[src/rtl/mem_host.sv]
// mem_host: single-request host that issues READ/WRITE/POLL operations to a target
// and returns one response per accepted request.
module mem_host #(
    parameter logic [63:0] POLL_ADDR  = 64'h8000_0000_0000_0000,
    parameter logic [15:0] POLL_LIMIT = 16'd1000
) (
    input  logic        i_clk,
    input  logic        i_rst_n,
    input  logic        i_req_valid,
    output logic        o_req_ready,
    input  logic [1:0]  i_req_op,
    input  logic [63:0] i_req_addr,
    input  logic [63:0] i_req_data,
    output logic        o_rsp_valid,
    input  logic        i_rsp_ready,
    output logic [63:0] o_rsp_data,
    output logic        o_rsp_err,
    output logic [1:0]  o_mem_op,
    output logic [63:0] o_mem_addr,
    output logic [63:0] o_mem_data,
    input  logic [63:0] i_mem_data,
    input  logic        i_mem_op_pending
);
    typedef enum logic [2:0] {IDLE, ISSUE, WAIT, CAPTURE, RESP} state_t;
    localparam logic [1:0] NOP = 2'd0, READ = 2'd1, WRITE = 2'd2, POLL = 2'd3;
    state_t      state, state_nx;
    logic [1:0]  op;
    logic [15:0] count;
    logic        waited;
    assign o_req_ready = state == IDLE;
    assign o_rsp_valid = state == RESP;
    assign o_mem_op    = state == ISSUE ? (op == POLL ? READ : op) : NOP;
    always_comb begin
        state_nx = state;
        case (state)
            IDLE:    if (i_req_valid) state_nx = i_req_op == NOP ? RESP : ISSUE;
            ISSUE:   state_nx = op == WRITE ? RESP : (op == POLL || o_mem_addr[63]) ? CAPTURE : WAIT;
            WAIT:    state_nx = i_mem_op_pending ? CAPTURE : waited ? RESP : WAIT;
            CAPTURE: state_nx = (op == READ || i_mem_data[0] || count == POLL_LIMIT) ? RESP : ISSUE;
            RESP:    if (i_rsp_ready) state_nx = IDLE;
            default: state_nx = IDLE;
        endcase
    end
    always_ff @(posedge i_clk) begin
        if (!i_rst_n) begin
            state      <= IDLE;
            op         <= NOP;
            count      <= '0;
            waited     <= 1'b0;
            o_mem_addr <= '0;
            o_mem_data <= '0;
            o_rsp_data <= '0;
            o_rsp_err  <= 1'b0;
        end else begin
            state  <= state_nx;
            // marks the second consecutive WAIT cycle for the no-pending timeout
            waited <= state == WAIT;
            if (state == IDLE && i_req_valid) begin
                op         <= i_req_op;
                o_mem_addr <= i_req_op == POLL ? POLL_ADDR : i_req_addr;
                o_mem_data <= i_req_data;
                count      <= '0;
                o_rsp_data <= '0;
                o_rsp_err  <= i_req_op == NOP;
            end
            if (state == WAIT && !i_mem_op_pending && waited) o_rsp_err <= 1'b1;
            if (state == CAPTURE) begin
                if (op == READ) o_rsp_data <= i_mem_data;
                else if (i_mem_data[0]) o_rsp_data <= 64'(count) + 64'd1;
                else if (count == POLL_LIMIT) begin
                    o_rsp_data <= 64'(POLL_LIMIT);
                    o_rsp_err  <= 1'b1;
                end else count <= count + 16'd1;
            end
        end
    end
endmodule
[config.mk]
export PLATFORM = sky130hd
export DESIGN_NAME = mem_host
export DESIGN_NICKNAME = d
export VERILOG_FILES = /design/src/rtl/mem_host.sv
export SDC_FILE = /design/constraint.sdc
export NUM_CORES = 1
export LEC_CHECK = 0
export ABC_CLOCK_PERIOD_IN_PS = 2800
export CAP_MARGIN = 20
export CORE_AREA = 2 2 155 157
export DETAILED_ROUTE_END_ITERATION = 6
export DIE_AREA = 0 0 157 159
export GPL_TIMING_DRIVEN = 0
export PLACE_DENSITY = 0.73
export SYNTH_ARGS = -nofsm -noshare
export SYNTH_HDL_FRONTEND = slang
export SYNTH_SLANG_ARGS = --single-unit
[constraint.sdc]
create_clock -name i_clk -period 2.8 [get_ports i_clk]
set_clock_uncertainty 0.1 [all_clocks]
set_input_delay 0.28 -clock i_clk [delete_from_list [all_inputs] [get_ports i_clk]]
set_output_delay 0.28 -clock i_clk [all_outputs]
set_load 0.01 [all_outputs]
==> results.py <==
metrics = {
    "run_status": {
        "status": "complete, no violations",
    },
    "job": {
        "cap_violations": 0,
    },
    "floorplan": {
        "rows": 56,
        "die_y_microns": 159,
        "dieWidth_microns": 157,
        "io_pins": 396,
        "initial_utilization_pct": 37.0,
        "die-area_sq_um": 25000,
        "core_area_sq_um": 23200,
    },
    "global_routing": {
        "grt_pass1_vias": 8840,
        "antenna_found_initial": 0,
        "grt_max_degree": 13,
        "grt_pass1_wl_microns": 50200,
        "grt_use_total_pct": 25.2,
        "globalRouteOverflowTotal": 0,
    },
    "routing": {
        "drt-pass1-iter-count": 6,
        "drc": 0,
        "viasPerCell": 5.32,
        "finalWirelength_microns": 33300,
        "vias": 9369,
        "drtIter0Drc": 582,
        "ant_nets": 0,
        "wl_per_cell_microns": 18.9,
    },
    "finish": {
        "seq_area_sq_um": 4300,
        "area_growth_pct": 59.7,
        "post-route-util_pct": 59.1,
        "antenna_cells": 0,
        "multiInputGateArea_sq_um": 3860,
        "fillers": 2055,
        "finalInstanceArea_sq_um": 13700,
        "design.final.nets": 1628,
        "drive_gt1_share_pct": 5.47,
    },
    "power_and_ir_drop": {
        "p_switching_uw": 2360,
        "p_sw_share_pct": 28.4,
        "p_leak_uw": 0.00474,
        "power_frac_comb_pct": 21.2,
        "clockPowerShare_pct": 38.1,
        "internal-power_uw": 5950,
        "seqPwrFrac_pct": 40.7,
        "powerDensity_nw_per_um2": 606,
        "vdd_drop_max_v": 0.000477,
    },
    "sta": {
        "fin_ws_ns": 0.179,
        "worst_slew_pin_slew_ns": 0.857,
        "rsz0062_at_grt": "false",
        "maxSlewViolCount": 0,
        "relSlewSlack_pct": 42.9,
        "finalHoldViolCount": 0,
        "min_period_over_period_pct": 93.6,
        "final.min_clock_period_ns": 2.62,
        "setup_tns_ns": 0,
        "setup_viol": 0,
        "clock.fmax_ghz": 0.382,
    },
    "synth": {
        "syn-cell-area_sq_um": 8580,
        "synthTopCellsByCount": "232 x nand2_1, 215 x dfxtp_1, 141 x a21oi_1, 85 x nand3_1, 71 x clkbuf_1",
        "synth_edf_count": 0,
        "synth_compound_area_share_pct": 21.1,
        "synth_mux_area_share_pct": 0.263,
        "synth-simple-area-share_pct": 23.0,
        "synth_top_family_by_area": "simple AND/OR/NAND/NOR gates",
        "yosysMostFrequentCell": "nand2_1",
        "ys_warn_count": 0,
        "ys_types": 67,
        "synth_nets": 1208,
        "synth_xor_area_share_pct": 0.306,
        "netlist.area_leader.share_pct": 50.2,
        "ys.flop_type": "dfxtp_1",
        "synthAdderAreaFrac_pct": 0.292,
        "ys_seq_elements": 215,
        "yosysTopAreaCell": "dfxtp_1",
        "yosysSeqAreaShare_pct": 50.2,
        "postSynth.asyncResetShare_pct": 0,
        "synthCells": 1007,
        "syn_area_per_cell_sq_um": 8.52,
        "synth.area.top_cells": "dfxtp_1 50%, nand2_1 10%, a21oi_1 8.2%",
    },
    "clock_network": {
        "clkSlewWorstSetupHoldPaths_ns": 0.06,
        "cts_sinks": 215,
        "clkLatencyLatePin_ns": 0.52,
        "cts_tree": "done",
        "cts_setup_buffers": 0,
        "clockRootBuffer": "clkbuf_16",
        "cts.path.max_buffers": 3,
        "cts_buffers": 25,
        "htree_levels": 1,
    },
    "setup_path": {
        "start_kind": "flip-flop",
        "crit_arrival_ns": 2.24,
        "cp_max_fo": 10,
        "critPathKind": "reg2out",
        "crit_required_ns": 2.42,
        "worstSetupEndpointType": "primary output",
    },
    "placement": {
        "numPortBuffers": 393,
        "dpl.hpwl_microns": 24700,
        "placed_area_sq_um": 12900,
        "dp_slack_ns": -0.141,
        "place.gp.congestion": 0.960,
    },
    "hold_path": {
        "hold_path.class": "in2reg",
    },
}
==> worst max-delay path: stages (launching register included) <==
cell and delay, ns:
dfxtp_1 0.42, clkbuf_2 0.24, nor3b_2 0.26, and3b_1 0.20, clkdlybuf4s50_1 0.60
==> routing by layer <==
metal	GRT usage [%]	up-vias	part of all wire, %
li1	-	4456	-
met1	31.9	4443	41
met2	43.1	408	48
met3	5.93	62	9.0
met4	6.67	0	2.3
met5	0	-	0
==> area by class of cell <==
cell class              count  area share, %
clock buffers              36           5.23
inverters                   6          0.164
well taps                 319           2.91
flip-flops and latches    215           31.4
repair buffers            393           28.7
clock inverters             7          0.493
plain buffers              94           2.91
multi-input cells         692           28.2
==> logic make-up (layout without fill, tap and decap cells) <==
family / Yosys count / after routing
AOI/OAI and AO/OA: 268 / 268
xor gates and xnor gates: 3 / 3
adders and majority gates: 2 / 2
buffers and inverters: 100 / 536
DFF: 215 / 215
muxes: 2 / 2
and+or+nand+nor: 417 / 417
==> power by group through the flow <==
stage	combinational [uW]	sequential [uW]	clock, uW
2_1_floorplan	677	3530	0
3_3_place_gp	1740	3430	0
3_5_place_dp	1750	3440	0
4_1_cts	1770	3380	3230
5_1_grt	1890	3400	3360
6_report	1760	3380	3170
==> state kept, by name, summed over array words and instances, names as in the netlist <==
name,cells
state,3
count,16
o_mem_data,64
o_rsp_err,1
o_rsp_data,64
waited,1
op,2
o_mem_addr,64
==> worst paths after layout <==
| kind | slack [ns] | end | depth (start not counted) | start |
|---|---|---|---|---|
| setup reg to reg | 0.24 | count[10] | 6 | state[2] |
| setup / recovery | 0.18 | o_mem_op[1] | 4 | state[0] |
| hold reg to reg | 0.35 | o_mem_addr[5] | 2 | o_mem_addr[5] |
| hold / removal | 0.04 | state[1] | 3 | i_rst_n |
==> per-stage QoR <==
stage / hold slack [ns] / power (uW) / instances
after detailed placement: 0.342 / 5200 / 1719
after global placement: 0.337 / 5170 / 1719
after floorplan: 0.306 / 4200 / 1007
after CTS: 0.0287 / 8370 / 1762
final: 0.0424 / 8310 / 1762
after global routing: 0.0720 / 8660 / 1762
==> cells in the final DEF (no fill, tap or decap), drive strengths merged, types with 3 or more instances in the layout <==
cell type | synthesis | layout
a21oi | 141 | 141
a22oi | 7 | 7
a2bb2oi | 3 | 3
a31oi | 7 | 7
a32o | 50 | 50
a32oi | 4 | 4
and2 | 5 | 5
and3 | 3 | 3
buf | 19 | 19
clkbuf | 75 | 111
clkdlybuf4s50 | 0 | 393
clkinv | 1 | 5
dfxtp | 215 | 215
inv | 5 | 7
nand2 | 232 | 232
nand2b | 8 | 8
nand3 | 86 | 86
nand3b | 5 | 5
nand4 | 14 | 14
nor2 | 11 | 11
nor2b | 3 | 3
nor3 | 10 | 10
nor3b | 5 | 5
nor4 | 5 | 5
o211ai | 3 | 3
o21ai | 13 | 13
o21bai | 3 | 3
o221ai | 15 | 15
o22ai | 3 | 3
o2bb2ai | 3 | 3
or2 | 5 | 5
or3 | 10 | 10
or4 | 5 | 5
==> timing repair <==
item | CTS | global route
endpoints found under the hold margin | 0 | 0
endpoints found under the setup margin | 1 | 2
gates resized for setup | 1 | 1
hold buffers | 0 | 0
pin swaps | 0 | 0
Power figures use the tool's default switching activity.
